### src/rtl/dec_sel_sequencer_if.sv
// Handshake/bus bundle between the select sequencer and its controller/consumer.
// Combinational bundle only: no storage, no added latency.
// Backpressure is carried by ack; the sequencer holds its code while ack is low.
interface dec_sel_sequencer_if;
  logic       start;
  logic       stop;
  logic       mode;
  logic       dir;
  logic       ld;
  logic [1:0] ld_val;
  logic       ack;
  logic       s1;
  logic       s0;
  logic       busy;
  logic       step;
  logic       done;

  // Controller / consumer side: drives commands and ack, observes the code.
  modport master (
    output start, stop, mode, dir, ld, ld_val, ack,
    input  s1, s0, busy, step, done
  );

  // Sequencer side.
  modport slave (
    input  start, stop, mode, dir, ld, ld_val, ack,
    output s1, s0, busy, step, done
  );
endinterface

### src/rtl/dec_sel_sequencer.sv
// Generates the 2-bit decoder select code, stepping up/down with a programmable dwell.
// All outputs registered; a new code appears DWELL cycles after start / the previous code.
// Holds the current code (no step) while ack is low once the dwell has expired.
module dec_sel_sequencer #(
  parameter int DWELL = 4,
  parameter int CW    = 8
) (
  input  logic               clk,
  input  logic               rst,
  dec_sel_sequencer_if.slave bus
);

  typedef enum logic {IDLE = 1'b0, RUN = 1'b1} state_t;

  localparam logic [CW-1:0] DWELL_M1 = CW'(DWELL - 1);

  state_t        state_q, state_d;
  logic [1:0]    code_q,  code_d;
  logic [CW-1:0] cnt_q,   cnt_d;
  logic [1:0]    vcnt_q,  vcnt_d;
  logic          sweep_q, sweep_d;
  logic          step_q,  step_d;
  logic          done_q,  done_d;

  // Next-state: stop beats ld, ld beats start/advance; step/done are one-shot.
  always_comb begin
    state_d = state_q;
    code_d  = code_q;
    cnt_d   = cnt_q;
    vcnt_d  = vcnt_q;
    sweep_d = sweep_q;
    step_d  = 1'b0;
    done_d  = 1'b0;

    if (bus.stop && state_q == RUN) begin
      // Abort freezes the code where it stands.
      state_d = IDLE;
    end else if (bus.ld) begin
      code_d = bus.ld_val;
      if (state_q == RUN) begin
        // A load mid-run restarts both the dwell and the sweep count.
        cnt_d  = DWELL_M1;
        vcnt_d = 2'd0;
      end
    end else if (state_q == IDLE) begin
      if (bus.start) begin
        state_d = RUN;
        cnt_d   = DWELL_M1;
        vcnt_d  = 2'd0;
        sweep_d = bus.mode;
      end
    end else begin
      if (cnt_q != '0) begin
        cnt_d = cnt_q - 1'b1;
      end else if (bus.ack) begin
        if (sweep_q && vcnt_q == 2'd3) begin
          // Fourth code has had its dwell: sweep complete, code stays.
          state_d = IDLE;
          done_d  = 1'b1;
        end else begin
          code_d = bus.dir ? (code_q - 2'd1) : (code_q + 2'd1);
          cnt_d  = DWELL_M1;
          vcnt_d = vcnt_q + 2'd1;
          step_d = 1'b1;
        end
      end
      // cnt==0 with ack low: hold everything, ack is not remembered.
    end
  end

  // State register with synchronous reset.
  always_ff @(posedge clk) begin
    if (rst) begin
      state_q <= IDLE;
      code_q  <= 2'd0;
      cnt_q   <= '0;
      vcnt_q  <= 2'd0;
      sweep_q <= 1'b0;
      step_q  <= 1'b0;
      done_q  <= 1'b0;
    end else begin
      state_q <= state_d;
      code_q  <= code_d;
      cnt_q   <= cnt_d;
      vcnt_q  <= vcnt_d;
      sweep_q <= sweep_d;
      step_q  <= step_d;
      done_q  <= done_d;
    end
  end

  assign bus.s1   = code_q[1];
  assign bus.s0   = code_q[0];
  assign bus.busy = (state_q == RUN);
  assign bus.step = step_q;
  assign bus.done = done_q;

endmodule

### src/flat_wrapper.sv
// flat-port wrapper written by rule: the top's interface ports become plain ports
module dec_sel_sequencer_flat 
#(
  parameter int DWELL = 4,
  parameter int CW    = 8
)
  (clk, rst, bus_start, bus_stop, bus_mode, bus_dir, bus_ld, bus_ld_val, bus_ack, bus_s1, bus_s0, bus_busy, bus_step, bus_done);
  dec_sel_sequencer_if bus_i ();
  input  logic clk;
  input  logic rst;
  input wire logic [$bits(bus_i.start)-1:0] bus_start;
  input wire logic [$bits(bus_i.stop)-1:0] bus_stop;
  input wire logic [$bits(bus_i.mode)-1:0] bus_mode;
  input wire logic [$bits(bus_i.dir)-1:0] bus_dir;
  input wire logic [$bits(bus_i.ld)-1:0] bus_ld;
  input wire logic [$bits(bus_i.ld_val)-1:0] bus_ld_val;
  input wire logic [$bits(bus_i.ack)-1:0] bus_ack;
  output wire logic [$bits(bus_i.s1)-1:0] bus_s1;
  output wire logic [$bits(bus_i.s0)-1:0] bus_s0;
  output wire logic [$bits(bus_i.busy)-1:0] bus_busy;
  output wire logic [$bits(bus_i.step)-1:0] bus_step;
  output wire logic [$bits(bus_i.done)-1:0] bus_done;
  assign bus_i.start = bus_start;
  assign bus_i.stop = bus_stop;
  assign bus_i.mode = bus_mode;
  assign bus_i.dir = bus_dir;
  assign bus_i.ld = bus_ld;
  assign bus_i.ld_val = bus_ld_val;
  assign bus_i.ack = bus_ack;
  assign bus_s1 = bus_i.s1;
  assign bus_s0 = bus_i.s0;
  assign bus_busy = bus_i.busy;
  assign bus_step = bus_i.step;
  assign bus_done = bus_i.done;
  dec_sel_sequencer #(.DWELL(DWELL), .CW(CW)) u_core (.clk(clk), .rst(rst), .bus(bus_i));
endmodule
### config.mk
export PLATFORM = sky130hd
export DESIGN_NAME = dec_sel_sequencer_flat
export DESIGN_NICKNAME = d
export VERILOG_FILES = /design/src/rtl/dec_sel_sequencer_if.sv /design/src/rtl/dec_sel_sequencer.sv /design/src/flat_wrapper.sv
export SDC_FILE = /design/constraint.sdc
export NUM_CORES = 1
export LEC_CHECK = 0
export BUFFER_PORTS_ARGS = -buffer_cell sky130_fd_sc_hd__buf_4
export CAP_MARGIN = 10
export CELL_PAD_IN_SITES_DETAIL_PLACEMENT = 0
export CELL_PAD_IN_SITES_GLOBAL_PLACEMENT = 1
export CORE_MARGIN = 2
export CORE_UTILIZATION = 32
export CTS_CLUSTER_SIZE = 20
export DETAILED_ROUTE_END_ITERATION = 7
export PLACE_DENSITY_LB_ADDON = 0.1
export SYNTH_ARGS = -nofsm -noshare
export SYNTH_HDL_FRONTEND = slang
export SYNTH_SLANG_ARGS = --single-unit
### constraint.sdc
create_clock -name clk -period 5.9 [get_ports clk]
set_clock_uncertainty 0.2 [all_clocks]
set_input_delay 1.18 -clock clk [delete_from_list [all_inputs] [get_ports clk]]
set_output_delay 1.18 -clock clk [all_outputs]
set_load 0.01 [all_outputs]
Word level (Yosys, flattened, before mapping)
Index checks and enable logic that the tools add are counted. Widths: inputs -> output; s select.

Flip-flop bits (word level): 16. Input port bits: 10. Output and inout port bits: 5. Logic and storage cells: 62.

$add $sub $neg: 4. Equal/unequal tests: 9. Muxes and demuxes: 26. Bitwise logic cells: 4. Reduce and logical (&&, ||, !) cells: 12.

Operators with widths (count): $mux 8 (7); $mux 2 (13); $reduce_and 5->1 (2); $ne 3x3->1 const B (3); $ne 4x4->1 const B (2); $reduce_bool 8->1 (1); $sub 8x1->8 const B (1); $mux 1 (6); $reduce_and 6->1 (1); $reduce_bool 2->1 (3); $reduce_or 6->1 (1); $add 2x1->2 const B (2); $ne 2x2->1 const B (2); $not 1->1 (4); $reduce_and 4->1 (1); $eq 2x2->1 const B (1); $logic_and 1x1->1 (2); $ne 2x1->1 const B (1); $reduce_or 2->1 (1); $sub 2x1->2 const B (1).

Logic depth before layout (Yosys ltp)
Word-level depth: 7. Mapped depth: 7. Depth with buffers taken out: 6.

Worst setup path before layout
No wires, ideal clock.

Kind: input-to-reg. Start: input bus_ld. End: register u_core.vcnt_q[0]. Library setup time: 0.070 ns. Arrival time: 2.400 ns. Required time: 5.630 ns. Slack: 3.229 ns. Stages: 6. Path buffers: 2. Cell sequence: buf_2 > nor3b_2 > nor2_1 > buf_2 > or4_1 > a21oi_1.

Cells in the longest elaborated chain, start to end: 2.

RTL lines: start, declared (RTL line flat_wrapper.sv:15) `input wire logic [$bits(bus_i.ld)-1:0] bus_ld;`; $ne 3x3->1 (no line) / $ne 2x1->1 (equally long branches); $reduce_and 6->1 (no line); end signal, assigned (RTL line dec_sel_sequencer.sv:85) `vcnt_q <= vcnt_d;`; end, declared (RTL line dec_sel_sequencer.sv:20) `logic [1:0] vcnt_q, vcnt_d;`.

Several ways; a longest one is shown, not always the timed one. A chain may end at the register's enable or synchronous reset.

Worst setup path in the final report
Start: input bus_start. End: register u_core.cnt_q[5].

Cells in the longest elaborated chain, start to end: 2.

RTL lines: start, declared (RTL line flat_wrapper.sv:11) `input wire logic [$bits(bus_i.start)-1:0] bus_start;`; $reduce_bool 2->1 (no line); $reduce_and 5->1 (no line); end signal, assigned (RTL line dec_sel_sequencer.sv:84) `cnt_q <= cnt_d;`; end, declared (RTL line dec_sel_sequencer.sv:19) `logic [CW-1:0] cnt_q, cnt_d;`.

Every way passes these cells.

==> flow_summary.json <==
{
  "outcome": "finished, final reports clean",
  "synth-simple-area-share": 0.2917,
  "synth_seq_area_share": 0.3590,
  "place_hpwl_mm": 1.527,
  "synth_seq_cells": 16,
  "worstPathRequired_ns": 5.94,
  "antenna_found_initial": 0,
  "synth_top_area_cell": "dfxtp_1",
  "dieArea_um2": 3226,
  "clockBufferDepth": 2,
  "grt_pass1_wl_mm": 3.498,
  "routed_via_density": 5.500,
  "place_area_um2": 1011,
  "start_util": 0.3292,
  "clock_latency_ns": 0.29,
  "worstSetupEndpointType": "flop",
  "synth_edf_count": 0,
  "worst_slew_margin_rel": 0.2760,
  "drv_cap": 0,
  "setup.worst_path.class": "input port to flop",
  "grt_pass1_vias": 744,
  "grt_usage": 0.1422,
  "n_antenna_cell": 0,
  "first_pass_iters": 4,
  "yosysWarnings": 0,
  "cp-start-kind": "input port",
  "syn_inst": 101,
  "htreeDepth": 1,
  "vdd_drop_max_v": 0.0001038,
  "drc": 0,
  "drive_gt1_frac": 0.2301,
  "post-synth-top-count-cell": "dfxtp_1",
  "synth_area_leaders": "dfxtp_1 (36%), a21oi_1 (5.6%), o31ai_1 (5.0%)",
  "pwr-share-seq": 0.515,
  "synth_top_family_by_area": "simple AND/OR/NAND/NOR gates",
  "vias": 792,
  "port_buffers": 14,
  "powerDensity_nw_per_um2": 229.9,
  "place.gp.congestion": 0.6501,
  "finalHoldViolCount": 0,
  "switching_share": 0.3089,
  "power.static_leakage_nw": 0.3974,
  "clockPowerShare": 0.244,
  "cts_root_buf": "clkbuf_4",
  "p_int_mw": 0.1642,
  "grt_max_degree": 21,
  "combPwrFrac": 0.240,
  "cts.sinks": 16,
  "async_flop_share": 0,
  "synth_xor_xnor_area_share": 0.009818,
  "timing.final.crit_share": 0.4945,
  "synth_common_cells": "dfxtp_1 (16), a21oi_1 (10), nand2_1 (6), o31ai_1 (6), or4_1 (6)",
  "holdWs_ns": 0.2883,
  "cp_max_fo": 20,
  "synth_cell_types": 39,
  "synthMuxAreaShare": 0.01122,
  "drtIter0Drc": 16,
  "synth-compound-area-share": 0.2370,
  "synth_nets": 114,
  "crit_arrival_ns": 2.95,
  "setup_viol": 0,
  "rows": 19,
  "synth_flop_cell": "dfxtp_1",
  "rsz0062_at_grt": "false",
  "ant_nets": 0,
  "switchingPower_mw": 0.07337,
  "path_clk_slew_ns": 0.09,
  "dieHeight_um": 56.80,
  "wirelength_mm": 1.994,
  "fmax_ghz": 0.3428,
  "synth_fa_ha_area_frac": 0.04208,
  "postCtsHoldBufs": 0,
  "grt_overflow": 0,
  "syn_to_final_growth_pct": 15.85,
  "fin_setup_tns_ns": 0,
  "cts_resized": 0,
  "fill_cells": 313,
  "cts_buffers": 3,
  "io_pins": 15,
  "hp-class": "flop to flop",
  "tightest_slew_ns": 1.082,
  "stdcell_area_um2": 1033,
  "syn_area_um2": 892.1,
  "avgRoutedWirePerCell_um": 13.85,
  "finalCriticalPeriod_ns": 2.918,
  "core-area_um2": 2710,
  "floorplan.die.width_um": 56.80,
  "nets": 128,
  "cts_tree": "built",
  "synthDominantCellAreaShare": 0.3590,
  "final_max_slew_viol_count": 0,
  "avgSynthCellArea_um2": 8.833,
  "post_cts_buffers": 0
}
## placed cells by master, fill, tap and decap left out
cell	n
nand3_1	2
or4b_1	1
nor2_1	4
clkbuf_4	3
nor3_1	2
a21oi_1	10
ha_1	3
nand3_2	1
nor3b_1	2
nand2b_1	2
nor4_1	2
mux2i_1	1
or3_1	1
inv_1	5
and4b_2	1
o31ai_1	6
buf_4	14
a211o_1	1
nand2_1	6
o21ai_1	1
o221ai_1	1
a31oi_1	1
a311oi_1	1
a41o_2	1
a21boi_1	1
or4_1	6
nor2b_1	2
o211ai_1	1
xnor2_1	1
or3_2	2
o311a_1	1
o21ai_0	5
nor4_4	1
nand4_1	1
nor3b_2	2
dfxtp_1	16
o21ba_2	1
o21a_1	1
## cell type report
class | count | area (um^2) | area share
clock buffer | 3 | 22.52 | 0.02179
inverter | 5 | 18.77 | 0.01816
multi-input combinational | 75 | 528.0 | 0.5109
sequential | 16 | 320.3 | 0.3099
tap | 31 | 38.79 | 0.03753
timing repair buffer | 14 | 105.1 | 0.1017
## layer usage
metal	GRT usage	wire length, um	vias up	share of wire
li1	-	-	410	-
met1	0.1862	977	362	0.49
met2	0.2176	896	16	0.45
met3	0.02765	83	4	0.042
met4	0.07973	37	0	0.019
met5	0	0	-	0
## power groups by stage
stage	clock network (mW)	logic (mW)	registers [mW]
after floorplan	0	0.0415	0.124
after CTS	0.0593	0.0579	0.123
after global placement	0	0.0576	0.125
final	0.0580	0.0571	0.122
after global routing	0.0662	0.0651	0.124
after detailed placement	0	0.0579	0.125
## flip-flops by register name, indices dropped and copies added (netlist names)
register / count
u_core.cnt_q: 8
u_core.code_q: 2
u_core.vcnt_q: 2
u_core.bus.busy: 1
u_core.bus.done: 1
u_core.bus.step: 1
u_core.sweep_q: 1
## path summary, 6_finish.rpt
kind,from,to,slack [ns],cells past startpoint
worst max-delay path,bus_start,u_core.cnt_q[5],2.98,5
worst min-delay path,u_core.vcnt_q[1],u_core.vcnt_q[1],0.29,2
worst max register to register,u_core.bus.busy,u_core.cnt_q[5],3.58,4
worst min register to register,u_core.vcnt_q[1],u_core.vcnt_q[1],0.29,2
## worst max-delay path, stage by stage
cell	delay [ns]
buf_4	0.10
nor3b_2	0.16
nor2_1	0.84
o21ai_1	0.35
o21ba_2	0.32
## through the flow
stage / utilization / cells / power, mW / setup WS (ns)
4_1_cts: 0.3813 / 144 / 0.2399 / 2.944
3_5_place_dp: 0.3730 / 141 / 0.1830 / 2.637
2_1_floorplan: - / 101 / 0.1654 / 3.229
5_1_grt: 0.3813 / 144 / 0.2553 / 2.826
3_3_place_gp: 0.3730 / 141 / 0.1824 / 2.685
6_report: 0.3813 / 144 / 0.2375 / 2.982
## cells by family after synthesis
logic type               after synthesis
adder cells (fa/ha/maj)                3
XOR/XNOR                               1
AO/OA/AOI/OAI                         32
flip-flops                            16
buffers and inverters                 10
AND/OR/NAND/NOR                       38
multiplexers                           1
Note: power is estimated with default switching activity, not from simulation.
